`src/rtl/btn_toggle_pulse_pkg.sv`:
```
// Shared definitions for the push-button conditioning blocks: FSM state
// encodings, default debounce length and a small state-decode helper.
package btn_toggle_pulse_pkg;

  typedef enum logic [1:0] {
    RELEASED    = 2'd0,
    PRESS_CHK   = 2'd1,
    PRESSED     = 2'd2,
    RELEASE_CHK = 2'd3
  } btn_state_t;

  localparam int DEFAULT_CNT_W           = 16;
  localparam int DEFAULT_DEBOUNCE_CYCLES = 50000;

  // The debounced level is high whenever the button is considered held,
  // including while a release is still being confirmed.
  function automatic logic is_level_high(input btn_state_t s);
    return (s == PRESSED) || (s == RELEASE_CHK);
  endfunction

endpackage

```
`src/rtl/btn_toggle_pulse_sync_2ff.sv`:
```
// 1-bit two-stage synchroniser for asynchronous inputs; synchronous
// active-high reset clears both stages.
module sync_2ff (
  input  logic clk,
  input  logic rst,
  input  logic d,
  output logic q
);

  logic s1;

  always_ff @(posedge clk) begin
    if (rst) begin
      s1 <= 1'b0;
      q  <= 1'b0;
    end else begin
      s1 <= d;
      q  <= s1;
    end
  end

endmodule

```
`src/rtl/btn_toggle_pulse.sv`:
```
// Push-button conditioner: synchronise, debounce, and emit one en_pulse per
// accepted press (plus optional auto-repeat) and one rel_pulse per release.
module btn_toggle_pulse
  import btn_toggle_pulse_pkg::*;
#(
  parameter int CNT_W           = DEFAULT_CNT_W,
  parameter int DEBOUNCE_CYCLES = DEFAULT_DEBOUNCE_CYCLES,
  parameter int REPEAT_DELAY    = 0,
  parameter int REPEAT_PERIOD   = 0
) (
  input  logic       clk,
  input  logic       rst,
  input  logic       btn_in,
  output logic       btn_level,
  output logic       en_pulse,
  output logic       rel_pulse,
  output logic [1:0] dbg_state
);

  localparam logic [CNT_W-1:0] DB_LAST = CNT_W'(DEBOUNCE_CYCLES - 1);
  localparam logic [CNT_W-1:0] RD_LAST = CNT_W'(REPEAT_DELAY - 1);
  localparam logic [CNT_W-1:0] RP_LAST = CNT_W'(REPEAT_PERIOD - 1);

  logic btn_s;

  sync_2ff u_sync (
    .clk (clk),
    .rst (rst),
    .d   (btn_in),
    .q   (btn_s)
  );

  btn_state_t       state, state_n;
  logic [CNT_W-1:0] cnt, cnt_n;
  logic [CNT_W-1:0] rcnt, rcnt_n;
  logic             rep_done, rep_done_n;
  logic             en_n, rel_n;

  // rep_done marks that the first auto-repeat has fired, so rcnt switches
  // from the initial delay to the period (or freezes when the period is 0).
  always_comb begin
    state_n    = state;
    cnt_n      = cnt;
    rcnt_n     = rcnt;
    rep_done_n = rep_done;
    en_n       = 1'b0;
    rel_n      = 1'b0;
    case (state)
      RELEASED: begin
        if (btn_s) begin
          state_n = PRESS_CHK;
          cnt_n   = '0;
        end
      end
      PRESS_CHK: begin
        if (!btn_s) begin
          state_n = RELEASED;
        end else if (cnt == DB_LAST) begin
          state_n    = PRESSED;
          en_n       = 1'b1;
          rcnt_n     = '0;
          rep_done_n = 1'b0;
        end else begin
          cnt_n = cnt + 1'b1;
        end
      end
      PRESSED: begin
        if (!btn_s) begin
          state_n = RELEASE_CHK;
          cnt_n   = '0;
        end else if (REPEAT_DELAY != 0) begin
          if (!rep_done) begin
            if (rcnt == RD_LAST) begin
              en_n       = 1'b1;
              rcnt_n     = '0;
              rep_done_n = 1'b1;
            end else begin
              rcnt_n = rcnt + 1'b1;
            end
          end else if (REPEAT_PERIOD != 0) begin
            if (rcnt == RP_LAST) begin
              en_n   = 1'b1;
              rcnt_n = '0;
            end else begin
              rcnt_n = rcnt + 1'b1;
            end
          end
        end
      end
      RELEASE_CHK: begin
        // A bounce back to pressed keeps rcnt, so repeat timing is not restarted.
        if (btn_s) begin
          state_n = PRESSED;
        end else if (cnt == DB_LAST) begin
          state_n = RELEASED;
          rel_n   = 1'b1;
        end else begin
          cnt_n = cnt + 1'b1;
        end
      end
      default: begin
        state_n = RELEASED;
      end
    endcase
  end

  always_ff @(posedge clk) begin
    if (rst) begin
      state     <= RELEASED;
      cnt       <= '0;
      rcnt      <= '0;
      rep_done  <= 1'b0;
      en_pulse  <= 1'b0;
      rel_pulse <= 1'b0;
      btn_level <= 1'b0;
    end else begin
      state     <= state_n;
      cnt       <= cnt_n;
      rcnt      <= rcnt_n;
      rep_done  <= rep_done_n;
      en_pulse  <= en_n;
      rel_pulse <= rel_n;
      btn_level <= is_level_high(state_n);
    end
  end

  assign dbg_state = state;

endmodule

```
`config.mk`:
```
export PLATFORM = sky130hd
export DESIGN_NAME = btn_toggle_pulse
export DESIGN_NICKNAME = d
export VERILOG_FILES = /design/src/rtl/btn_toggle_pulse_pkg.sv /design/src/rtl/btn_toggle_pulse_sync_2ff.sv /design/src/rtl/btn_toggle_pulse.sv
export SDC_FILE = /design/constraint.sdc
export NUM_CORES = 1
export LEC_CHECK = 0
export BUFFER_PORTS_ARGS = -buffer_cell sky130_fd_sc_hd__buf_4
export CORE_UTILIZATION = 53
export CTS_CLUSTER_DIAMETER = 120
export CTS_CLUSTER_SIZE = 12
export DETAILED_ROUTE_END_ITERATION = 8
export GPL_TIMING_DRIVEN = 0
export PLACE_DENSITY = 0.76
export RECOVER_POWER = 25
export SLEW_MARGIN = 20
export SYNTH_ARGS = -nofsm -noshare
export SYNTH_HDL_FRONTEND = slang
export SYNTH_SLANG_ARGS = --single-unit
```
`constraint.sdc`:
```
create_clock -name clk -period 3.1 [get_ports clk]
set_input_delay 0.465 -clock clk [delete_from_list [all_inputs] [get_ports clk]]
set_output_delay 0.465 -clock clk [all_outputs]
set_load 0.005 [all_outputs]
```
==> flow_metrics.env <==
export IMPL_rr_endpoint="cnt[15]$_SDFFE_PP0P_"
export IMPL_r2r_cells=5
export IMPL_avgRoutedWirePerCell_um=14.3
export IMPL_worstMarginPinSlew_ns=1.03
export IMPL_switching_share=0.197
export IMPL_grt_pass1_wl_mm=4.03
export IMPL_h_tree_depth=1
export IMPL_cp_required_ns=3.35
export IMPL_path_buf_inv=1
export IMPL_relSlewSlack=0.310
export IMPL_grt_max_degree=14
export IMPL_post_cts_buffers=0
export IMPL_place_area_sq_um=1130
export IMPL_post_place_ws_ns=1.06
export IMPL_p_seq_frac=0.547
export IMPL_grt_busiest_layer="met2"
export IMPL_netlist_area_sq_um=1050
export IMPL_final_cell_area_sq_um=1180
export IMPL_reg2reg_from="btn_level$_SDFF_PP0_"
export IMPL_final_cells=162
export IMPL_cts_resized=0
export IMPL_cp_top_family="simple AND/OR/NAND/NOR gates"
export IMPL_syn_inst=126
export IMPL_rsz0062_at_grt="no"
export IMPL_route_detailed_drc=0
export IMPL_dieWidth_um=46.5
export IMPL_p_switching_uw=103
export IMPL_drive_gt1_frac=0.0803
export IMPL_fin_total_pwr_uw=525
export IMPL_ys_seq_area_frac=0.421
export IMPL_core_sq_um=1780
export IMPL_dp_hpwl_mm=1.59
export IMPL_slowest_delay_ns=0.57
export IMPL_place_inst=158
export IMPL_grt_pass1_vias=950
export IMPL_wl_mm=2.32
export IMPL_p_clk_frac=0.417
export IMPL_numCtsBuffers=3
export IMPL_layout_common_cells="dfxtp_1 (22), a21oi_1 (14), nand3_1 (10), o21ai_0 (10), or3_1 (9)"
export IMPL_vdd_ir_drop_worst_mv=0.342
export IMPL_yosys_warnings=0
export IMPL_clk_latency_ns=0.31
export IMPL_final_antenna_net_count=0
export IMPL_die_h_um=46.5
export IMPL_layout_commonest_cell="dfxtp_1"
export IMPL_finalHoldViolCount=0
export IMPL_period_needed_ns=2.09
export IMPL_powerDensity_nw_per_um2=445
export IMPL_slew_violations=0
export IMPL_fin_tns_setup_ns=0
export IMPL_vias=1005
export IMPL_drt_pass1_iterations=4
export IMPL_worstSetupStartpoint="btn_level$_SDFF_PP0_"
export IMPL_track_usage=0.268
export IMPL_p_comb_frac=0.036
export IMPL_clockBufferDepth=2
export IMPL_leakage_uw=0.000376
export IMPL_met1_usage=0.341
export IMPL_fmax_ghz=0.479
export IMPL_cts_tree="done"
export IMPL_crit_type="reg -> reg"
export IMPL_die_area_sq_um=2160
export IMPL_portBuffers=7
export IMPL_ys_types=32
export IMPL_status="completed"
export IMPL_ff2ff_setup_slack_ns=1.01
export IMPL_start_util=0.587
export IMPL_gp_congestion=0.870
export IMPL_met3_usage=0.0510
export IMPL_holdBufCountCts=0
export IMPL_critPathSlowestCell="or4_1"
export IMPL_ios=8
export IMPL_internal_power_uw=422
export IMPL_cp_cell_sequence="xnor2_1 -> or4_1 -> clkbuf_1 -> or4_1 -> a21oi_1"
export IMPL_clk_pin_slew_ns=0.12
export IMPL_post_route_period_util=0.673
export IMPL_use_met2=0.411
export IMPL_drt_initial_drc_count=31
export IMPL_clock_root_buffer="clkbuf_4"
export IMPL_critPathArrivalTime_ns=2.33
export IMPL_nets=142
export IMPL_nFillCells=156
export IMPL_antenna_found_initial=0
export IMPL_n_antenna_cell=0
export IMPL_critPathLaunchType="flop"
export IMPL_synth_net_count=130
export IMPL_syn2layout_area_growth_pct=12.7
export IMPL_worst_path_stages=5
export IMPL_drv_cap=0
export IMPL_finalClockSkew_ns=0.00372
export IMPL_vias_per_cell=6.20
export IMPL_crit_end="cnt[15]$_SDFFE_PP0P_"
export IMPL_cts_sinks=22
export IMPL_rows=15
export IMPL_worstSetupEndpointType="flop"
export IMPL_hp_class="in -> reg"
export IMPL_synth_avg_cell_area_sq_um=8.31
export IMPL_worst_path_most_repeated_cell="or4_1"
export IMPL_fin_ws_ns=1.01
export IMPL_gr_total_overflow=0
export IMPL_crit_fanout=8
export IMPL_finalSetupViolCount=0
export IMPL_synth_ff_latch_count=22
-- worst min path at each step --
stage / slack, ns / cells past startpoint / to / start
4_1_cts: 0.42 / 2 / u_sync.s1$_SDFF_PP0_ / btn_in
6_report: 0.44 / 2 / u_sync.s1$_SDFF_PP0_ / btn_in
3_3_place_gp: 0.42 / 1 / u_sync.q$_SDFF_PP0_ / u_sync.s1$_SDFF_PP0_
2_1_floorplan: 0.41 / 1 / u_sync.q$_SDFF_PP0_ / u_sync.s1$_SDFF_PP0_
3_5_place_dp: 0.47 / 1 / u_sync.q$_SDFF_PP0_ / u_sync.s1$_SDFF_PP0_
5_1_grt: 0.42 / 2 / u_sync.s1$_SDFF_PP0_ / btn_in
-- logic make-up after synthesis --
logic type / count (synthesis) / synth area share
DFF: 22 / 0.421
buffers and inverters: 12 / 0.0466
adders and majority gates: 1 / 0.0119
AOI/OAI and AO/OA: 33 / 0.180
muxes: 3 / 0.0287
and+or+nand+nor: 51 / 0.278
xor gates and xnor gates: 4 / 0.0335
-- cell usage after synthesis --
cell type	number	area share
a211oi_1	1	0.0072
a21oi_1	14	0.067
a31oi_1	1	0.0060
and2_1	1	0.0060
and3_1	2	0.012
and4_1	1	0.0084
buf_4	1	0.0072
clkbuf_1	4	0.014
dfxtp_1	22	0.42
ha_1	1	0.012
inv_1	7	0.025
mux2i_1	3	0.029
nand2_1	8	0.029
nand2b_1	3	0.018
nand3_1	10	0.048
nand4_1	2	0.012
nand4b_1	1	0.0084
nor2_1	3	0.011
nor2b_1	2	0.012
nor3_1	2	0.0096
nor4_1	1	0.0060
nor4b_1	2	0.017
o2111ai_1	1	0.0084
o211ai_1	1	0.0072
o21ai_0	10	0.048
o21ai_1	1	0.0048
o31ai_1	1	0.0072
o32ai_1	3	0.025
or3_1	9	0.054
or4_1	4	0.029
xnor2_1	2	0.017
xor2_1	2	0.017
-- power by group through the flow --
stage	Sequential [uW]	Combinational, uW	Clock (uW)
after floorplan	293	12.6	0
after global placement	293	18.5	0
after detailed placement	293	19.1	0
after CTS	287	19.4	223
after global routing	288	21.6	236
final	287	18.9	219
-- flip-flops by register name, indices dropped and copies added, names as in the netlist --
signal and count:
rel_pulse 1, dbg_state 1, u_sync.s1 1, en_pulse 1, u_sync.q 1, btn_level 1, cnt 16
-- routing by layer --
metal | routed length, um | vias to the layer above
met5 | 0 | -
met4 | 63 | 0
met3 | 124 | 8
met2 | 1100 | 31
met1 | 1030 | 477
li1 | - | 489
-- per-stage QoR --
step	hold slack (ns)	util
floorplan	0.414	-
global placement	0.420	0.634
detailed placement	0.466	0.634
CTS	0.425	0.664
global route	0.420	0.662
finish	0.441	0.662
-- final cells by class --
| type | count | area [sq um] | area share |
|---|---|---|---|
| well taps | 25 | 31.3 | 0.0265 |
| plain buffers | 5 | 22.5 | 0.0191 |
| multi-input cells | 92 | 558 | 0.473 |
| clock inverters | 1 | 30.0 | 0.0255 |
| clock buffers | 3 | 22.5 | 0.0191 |
| repair buffers | 7 | 48.8 | 0.0414 |
| inverters | 7 | 26.3 | 0.0223 |
| flip-flops and latches | 22 | 440 | 0.373 |
Note: power is estimated with default switching activity, not from simulation.
